===== src/rtl/spi_flash_responder.sv =====
// Mode-0 SPI serial-flash target: READ (0x03), JEDEC ID (0x9F) and READ STATUS (0x05),
// with pins synchronized into io_systemClk and data fetched from a byte-wide synchronous memory.
module spi_flash_responder #(
    parameter int          ADDR_W   = 16,
    parameter logic [23:0] JEDEC_ID = 24'hEF4018,
    parameter logic [7:0]  STATUS   = 8'h00
) (
    input  logic              io_systemClk,
    input  logic              systemClk_rstn,
    input  logic              spi_sclk,
    input  logic              spi_ss,
    input  logic              spi_mosi,
    output logic              spi_miso,
    output logic              spi_miso_oe,
    output logic              mem_rd,
    output logic [ADDR_W-1:0] mem_addr,
    input  logic [7:0]        mem_rdata,
    output logic              busy,
    output logic              bad_cmd
);

    typedef enum logic [2:0] {IDLE, CMD, ADDR, DATA, ID, STAT, IGNORE} state_t;

    state_t            state;
    logic              sclk_p0, sclk_p1, sclk_p2;
    logic              ss_p0, ss_p1, ss_p2;
    logic              mosi_p0, mosi_p1;
    logic              sclk_rise, sclk_fall, ss_rise, ss_fall;
    logic [4:0]        cnt;
    logic [6:0]        cmd_sr;
    logic [7:0]        cmd_byte;
    logic [ADDR_W-2:0] addr_sr;
    logic [ADDR_W-1:0] addr_next;
    logic [7:0]        tx_byte;
    logic [7:0]        pf_byte;
    logic [7:0]        next_byte;
    logic [1:0]        id_idx;
    logic              mem_vld_p1;

    // Synchronizer stage: ss resets to the asserted level so a frame already in
    // progress when reset releases produces no falling edge and stays dropped.
    always_ff @(posedge io_systemClk) begin
        if (!systemClk_rstn) begin
            sclk_p0 <= 1'b0;
            sclk_p1 <= 1'b0;
            sclk_p2 <= 1'b0;
            ss_p0   <= 1'b0;
            ss_p1   <= 1'b0;
            ss_p2   <= 1'b0;
            mosi_p0 <= 1'b0;
            mosi_p1 <= 1'b0;
        end else begin
            sclk_p0 <= spi_sclk;
            sclk_p1 <= sclk_p0;
            sclk_p2 <= sclk_p1;
            ss_p0   <= spi_ss;
            ss_p1   <= ss_p0;
            ss_p2   <= ss_p1;
            mosi_p0 <= spi_mosi;
            mosi_p1 <= mosi_p0;
        end
    end

    assign sclk_rise = sclk_p1 & ~sclk_p2;
    assign sclk_fall = ~sclk_p1 & sclk_p2;
    assign ss_rise   = ss_p1 & ~ss_p2;
    assign ss_fall   = ~ss_p1 & ss_p2;
    assign cmd_byte  = {cmd_sr, mosi_p1};
    assign addr_next = {addr_sr, mosi_p1};

    always_comb begin
        next_byte = 8'h00;
        case (state)
            DATA: next_byte = pf_byte;
            ID: begin
                case (id_idx)
                    2'd1:    next_byte = JEDEC_ID[15:8];
                    2'd2:    next_byte = JEDEC_ID[7:0];
                    default: next_byte = 8'h00;
                endcase
            end
            STAT:    next_byte = STATUS;
            default: next_byte = 8'h00;
        endcase
    end

    // Protocol stage: cnt counts sampled rises within the current byte; a fall
    // with cnt==0 is the one trailing the command/address byte and shifts nothing.
    always_ff @(posedge io_systemClk) begin
        if (!systemClk_rstn) begin
            state       <= IDLE;
            spi_miso    <= 1'b0;
            spi_miso_oe <= 1'b0;
            mem_rd      <= 1'b0;
            mem_addr    <= '0;
            busy        <= 1'b0;
            bad_cmd     <= 1'b0;
            cnt         <= 5'd0;
            mem_vld_p1  <= 1'b0;
        end else begin
            mem_rd     <= 1'b0;
            bad_cmd    <= 1'b0;
            mem_vld_p1 <= mem_rd;
            if (ss_rise) begin
                state       <= IDLE;
                spi_miso_oe <= 1'b0;
                spi_miso    <= 1'b0;
                busy        <= 1'b0;
                cnt         <= 5'd0;
                mem_vld_p1  <= 1'b0;
            end else if (ss_fall) begin
                state       <= CMD;
                spi_miso_oe <= 1'b1;
                spi_miso    <= 1'b0;
                busy        <= 1'b1;
                cnt         <= 5'd0;
            end else begin
                case (state)
                    CMD: begin
                        if (sclk_rise) begin
                            cmd_sr <= cmd_byte[6:0];
                            cnt    <= cnt + 5'd1;
                            if (cnt == 5'd7) begin
                                cnt <= 5'd0;
                                case (cmd_byte)
                                    8'h03: state <= ADDR;
                                    8'h9F: begin
                                        state    <= ID;
                                        tx_byte  <= JEDEC_ID[23:16];
                                        spi_miso <= JEDEC_ID[23];
                                        id_idx   <= 2'd1;
                                    end
                                    8'h05: begin
                                        state    <= STAT;
                                        tx_byte  <= STATUS;
                                        spi_miso <= STATUS[7];
                                    end
                                    default: begin
                                        state   <= IGNORE;
                                        bad_cmd <= 1'b1;
                                    end
                                endcase
                            end
                        end
                    end
                    ADDR: begin
                        if (mem_vld_p1) begin
                            tx_byte  <= mem_rdata;
                            spi_miso <= mem_rdata[7];
                            cnt      <= 5'd0;
                            state    <= DATA;
                        end else if (sclk_rise && cnt != 5'd24) begin
                            addr_sr <= addr_next[ADDR_W-2:0];
                            cnt     <= cnt + 5'd1;
                            if (cnt == 5'd23) begin
                                mem_rd   <= 1'b1;
                                mem_addr <= addr_next;
                            end
                        end
                    end
                    DATA, ID, STAT: begin
                        if (state == DATA && mem_vld_p1)
                            pf_byte <= mem_rdata;
                        if (sclk_rise) begin
                            cnt <= cnt + 5'd1;
                        end else if (sclk_fall) begin
                            if (cnt == 5'd8) begin
                                cnt      <= 5'd0;
                                tx_byte  <= next_byte;
                                spi_miso <= next_byte[7];
                                if (id_idx != 2'd3)
                                    id_idx <= id_idx + 2'd1;
                            end else if (cnt != 5'd0) begin
                                spi_miso <= tx_byte[3'd7 - cnt[2:0]];
                                if (state == DATA && cnt == 5'd1) begin
                                    mem_rd   <= 1'b1;
                                    mem_addr <= mem_addr + ADDR_W'(1);
                                end
                            end
                        end
                    end
                    IGNORE:  spi_miso <= 1'b0;
                    default: ;
                endcase
            end
        end
    end

endmodule


===== config.mk =====
export PLATFORM = sky130hd
export DESIGN_NAME = spi_flash_responder
export DESIGN_NICKNAME = d
export VERILOG_FILES = /design/src/rtl/spi_flash_responder.sv
export SDC_FILE = /design/constraint.sdc
export NUM_CORES = 1
export LEC_CHECK = 0
export BUFFER_PORTS_ARGS = -buffer_cell sky130_fd_sc_hd__buf_2
export CAP_MARGIN = 20
export CORE_MARGIN = 2
export CORE_UTILIZATION = 30
export DETAILED_ROUTE_END_ITERATION = 8
export HOLD_SLACK_MARGIN = 0.15
export PLACE_DENSITY = 0.46
export SLEW_MARGIN = 20
export SYNTH_ARGS = -nofsm -noshare
export SYNTH_HDL_FRONTEND = slang
export SYNTH_SLANG_ARGS = --single-unit
export TNS_END_PERCENT = 10

===== constraint.sdc =====
create_clock -name io_systemClk -period 6.7 [get_ports io_systemClk]
set_input_delay 0.67 -clock io_systemClk [delete_from_list [all_inputs] [get_ports io_systemClk]]
set_output_delay 0.67 -clock io_systemClk [all_outputs]
set_load 0.02 [all_outputs]

---- Word level (Yosys, flattened, before mapping) ----
Index checks and enable logic that the tools add are counted.
storage, ports and cells
  word-level logic and storage cells ...... 168
  register bits after elaboration ......... 77
operators by class
  muxes and demuxes ....................... 62
  reductions and logical operators ........ 25
  equality and inequality tests ........... 39
  bitwise gates (word level) .............. 15
  $lt $le $gt $ge ......................... 1
  add/subtract/negate cells ............... 4
operators by type and width
  cell                   number
  $mux 16                8
  $mux 8                 6
  $mux 5                 7
  $reduce_and 11->1      3
  $pmux 16 s2            1
  $pmux 8 s2             2
  $ne 2x2->1 const B     15
  $ne 3x3->1 const B     8
  $pmux 8 s3             1
  $mux 1                 18
  $add 16x1->16 const B  1
  $pmux 5 s3             1
  $reduce_and 5->1       3
  $mux 2                 7
  $pmux 7 s2             1
  $not 1->1              11
  $eq 3x3->1 const B     3
  $mux 3                 3
  $pmux 3 s3             1
  $reduce_or 3->1        3
  $eq 8x2->1 const B     1
  $eq 8x3->1 const B     1
  $eq 8x8->1 const B     1
  $reduce_and 4->1       2
  28 further kinds       38

---- Depth between registers and ports, before layout ----
  word-level depth ........................ 8
  mapped depth ............................ 9
  gate-level depth less buffers ........... 7

---- Worst setup path before layout ----
No wires, ideal clock.
  kind .................................... input to register
  start point ............................. input systemClk_rstn
  end point ............................... register bad_cmd
  stages on the path ...................... 4
  arrival ................................. 2,173 ps
  path buffers ............................ 1
  setup slack ............................. 4,435 ps
  cells stage by stage .................... clkbuf_1 > nand2_1 > nor4_1 > nor4bb_1
between the ends
  cells in the longest elaborated chain, start to end .. 2
RTL lines
  element                           RTL line  RTL
  from (decl)                       9         input logic systemClk_rstn,
  $not 1->1 (no source line)        --
  $reduce_or 6->1 (no source line)  --
  to (signal assigned)              97        bad_cmd <= 1'b0;
  to (signal assigned)              102       bad_cmd <= 1'b0;
  to (signal assigned)              140       bad_cmd <= 1'b1;
  to (decl)                         19        output logic bad_cmd
Every way passes these cells.
A chain may end at the register's enable or synchronous reset.

---- Worst setup path after layout ----
  start point ............................. register cnt[0]
  end point ............................... register tx_byte[7], enable pin
between the ends
  cells in the longest elaborated chain, start to end .. 3
  elaborated cells between the ends (all ways) .. 5
  classes of those cells .................. eq/ne (4); reduce/logical (1)
RTL lines
  element                                          RTL line  RTL
  from (decl)                                      29        logic [4:0] cnt;
  from (signal assigned)                           122       cnt <= cnt + 5'd1;
  from (signal assigned)                           154       cnt <= cnt + 5'd1;
  from (signal assigned)                           165       cnt <= cnt + 5'd1;
  $eq 5x4->1 / $eq 5x3->1 (equally long branches)  167, 123
  $ne 2x2->1 (no source line)                      --
  $reduce_and 11->1 (no source line) (*)           --
  to (signal assigned)                             129       tx_byte <= JEDEC_ID[23:16];
  to (signal assigned)                             148       tx_byte <= mem_rdata;
  to (signal assigned)                             169       tx_byte <= next_byte;
  to (decl)                                        34        logic [7:0] tx_byte;
Mark *: on every way between the ends. The rest lies on a longest branch, timed or not.

==> impl_metrics.py <==
metrics = {
    "sta": {
        "slew_headroom": 0.418,
        "hold_slack_ps": 424,
        "fin_crit_sh": 0.384,
        "setup_ws_ps": 4130,
        "setup-violations-final": 0,
        "tns_ps": 0,
        "worstMarginPinSlew_ps": 869,
        "grt_setup_unrepaired": "false",
        "max_freq_ghz": 0.389,
        "finalHoldViolCount": 0,
        "min_period_ps": 2570,
        "slew_viol_final": 0,
        "fin_skew_ps": 8.91,
    },
    "logic_synthesis": {
        "yosysWarnings": 0,
        "syn_nets": 413,
        "synth_commonest_cells": "edfxtp_1, nand2_1, dfxtp_1, a21oi_1, nor2_1",
        "synth_edf_count": 40,
        "syn_area_sq_um": 3880,
        "synth_seq_cells": 77,
        "synth_top_area_frac": 0.309,
        "netlist_top_cells_area": "edfxtp_1, dfxtp_1, a21oi_1",
        "ys_seq_area_frac": 0.500,
        "yosysTopAreaCell": "edfxtp_1",
        "synthMostInstantiatedCell": "edfxtp_1",
        "synth.distinct_cells": 58,
        "synthCells": 389,
        "ys.flop_type": "edfxtp_1",
        "syn_avg_cell_area_sq_um": 9.98,
        "postSynth.asyncResetShare": 0,
    },
    "floorplanning": {
        "core_area_sq_um": 12600,
        "start_util": 0.308,
        "io_pins": 34,
        "die_h_um": 118,
        "die_w_um": 118,
        "rows": 41,
        "dieArea_sq_um": 13900,
    },
    "power": {
        "powerDensity_nw_per_um2": 219,
        "total_leakage_power_nw": 1.53,
        "p_sw_frac": 0.213,
        "power.net_switching_mw": 0.208,
        "seq_power_share": 0.509,
        "intPower_mw": 0.767,
        "power.clock.fraction": 0.462,
        "irDropWorstVdd_uv": 83.6,
        "pwr-share-comb": 0.028,
    },
    "hold_path": {
        "hold_end": "mosi_p1",
        "hold_depth": 1,
        "hp-class": "reg -> reg",
        "min_from": "mosi_p0",
    },
    "finish": {
        "nets": 440,
        "drive_gt1_frac": 0.147,
        "final_core_utilization": 0.353,
        "fill_cells": 1308,
        "num_antenna_cells": 0,
        "syn2layout_area_growth_pct": 14.7,
    },
    "placed_design": {
        "port_buffers": 33,
        "dpl.hpwl_um": 6360,
        "place_ws_ps": 3870,
        "place.gp.congestion": 0.808,
    },
    "critical_path": {
        "cp-start-kind": "flop",
        "crit_chain": "ha_1, nand4bb_1, o311ai_0, nand4_1, nor2_1",
        "r2r_cells": 5,
        "critPathRequiredTime_ps": 6670,
        "crit_arrival_ps": 2540,
        "r2r_start": "cnt[0]",
        "ff2ff_setup_slack_ps": 4130,
        "worstPathMaxFanout": 8,
        "worstSetupEndpointType": "flop",
        "cp_top_family": "simple AND/OR/NAND/NOR gates",
        "r2r_end": "tx_byte[7]",
        "crit_type": "reg -> reg",
        "cp_slowest_cell": "dfxtp_1",
        "critPathBufInv": 0,
        "slowest_delay_ps": 520,
    },
    "clock_tree": {
        "cts_hold_buf": 0,
        "cts_made_buffers": 9,
        "clock_path_buffers": 2,
        "cts.sinks": 77,
        "clock_latency_ps": 330,
        "cts_tree": "yes",
        "cts_resized": 0,
        "h-tree-depth": 3,
        "post_cts_buffers": 0,
        "path_clk_slew_ps": 60,
        "root_buffer": "clkbuf_16",
    },
    "detailed_routing": {
        "drt_iter0_drc": 191,
        "viasPerCell": 5.07,
        "routedWlPerCell_um": 15.7,
        "postRouteAntennaNets": 0,
        "vias": 3005,
        "drc": 0,
        "wl_um": 9300,
        "dr.pass1.iters": 4,
    },
    "grt": {
        "antenna_found_initial": 0,
        "grt_max_degree": 32,
        "grt_first_pass_wirelength_um": 15000,
        "grt_pass1_vias": 2886,
        "overflow": 0,
        "grt_usage": 0.136,
    },
    "outcome": {
        "status": "complete, no violations",
    },
    "run": {
        "max_cap_viol_count": 0,
    },
}
[power groups by stage]
stage	clock network (mW)	registers, mW	logic [mW]
finish	0.451	0.497	0.0274
global route	0.487	0.497	0.0305
CTS	0.465	0.497	0.0278
detailed placement	0	0.507	0.0277
global placement	0	0.507	0.0275
floorplan	0	0.507	0.0171
[metal layers]
metal  global-route usage  vias to the layer above  wire length (um)
met2                0.206                       58              4130
li1                     -                     1495                 -
met4               0.0474                        0                59
met5                    0                        -                 0
met1                0.188                     1447              4800
met3               0.0359                        5               309
[worst reg2reg max path: stages (launching register included)]
cell       delay [ps]
dfxtp_1           520
ha_1              300
nand4bb_1         250
o311ai_0          480
nand4_1           140
nor2_1            510
[cells in the final DEF (no fill, tap or decap), types with 3 or more instances in the layout]
cell type  netlist  layout
clkbuf_16        0       9
nand4_1          7       7
a31o_2           3       3
buf_2            4      33
nand2b_1        15      15
o21ai_0         17      17
mux2i_1         10      10
a21oi_1         30      29
ha_1            11      11
a211oi_1         3       3
and3_1           3       3
and4_1           3       3
nor2b_1          8       8
nand3_1         16      16
clkbuf_1        13       4
nor3_1           8       8
or3_1            6       6
edfxtp_1        40      40
nor4_1           4       4
nor2_1          24      24
inv_1           15      15
o21a_1           8       8
nand2_1         38      38
nand3b_1         4       4
buf_4            1       4
a21boi_0         7       7
a31oi_1          3       3
dfxtp_1         37      37
and2_1           7       7
[per-stage QoR]
stage,total power [mW],std cells,area (sq um)
final,0.975,593,4450
after floorplan,0.524,389,3880
after CTS,0.990,593,4450
after global routing,1.01,593,4450
after global placement,0.534,576,4180
after detailed placement,0.534,577,4190
[worst max-delay path by stage]
| stage | from | to | slack, ps | depth (start not counted) |
|---|---|---|---|---|
| 2_1_floorplan | systemClk_rstn | bad_cmd | 4440 | 4 |
| 3_3_place_gp | systemClk_rstn | addr_sr[0] | 3630 | 5 |
| 3_5_place_dp | systemClk_rstn | addr_sr[1] | 3870 | 6 |
| 4_1_cts | cnt[0] | tx_byte[5] | 4110 | 5 |
| 5_1_grt | cnt[0] | tx_byte[7] | 3880 | 5 |
| 6_report | cnt[0] | tx_byte[7] | 4130 | 5 |
[flip-flops by register name, summed over array words and instances, names as in the netlist, 2 cells and up]
| signal | flops |
|---|---|
| addr_sr | 15 |
| cmd_sr | 7 |
| cnt | 5 |
| id_idx | 2 |
| mem_addr | 16 |
| pf_byte | 8 |
| state | 3 |
| tx_byte | 8 |
[final cells by class]
cell class	instances	area (sq um)	area share
tap	172	215	0.0484
sequential	77	1940	0.436
multi-input combinational	275	1770	0.398
clock inverter	2	11.3	0.00253
timing repair buffer	37	195	0.0439
inverter	16	60.1	0.0135
clock buffer	14	254	0.0571
[cell families after synthesis]
group	Yosys count	share of synthesized area
AOI/OAI and AO/OA	96	0.166
adders and majority gates	11	0.0355
and+or+nand+nor	155	0.214
muxes	13	0.0403
DFF	77	0.500
buffers and inverters	37	0.0438
Power figures use the tool's default switching activity.
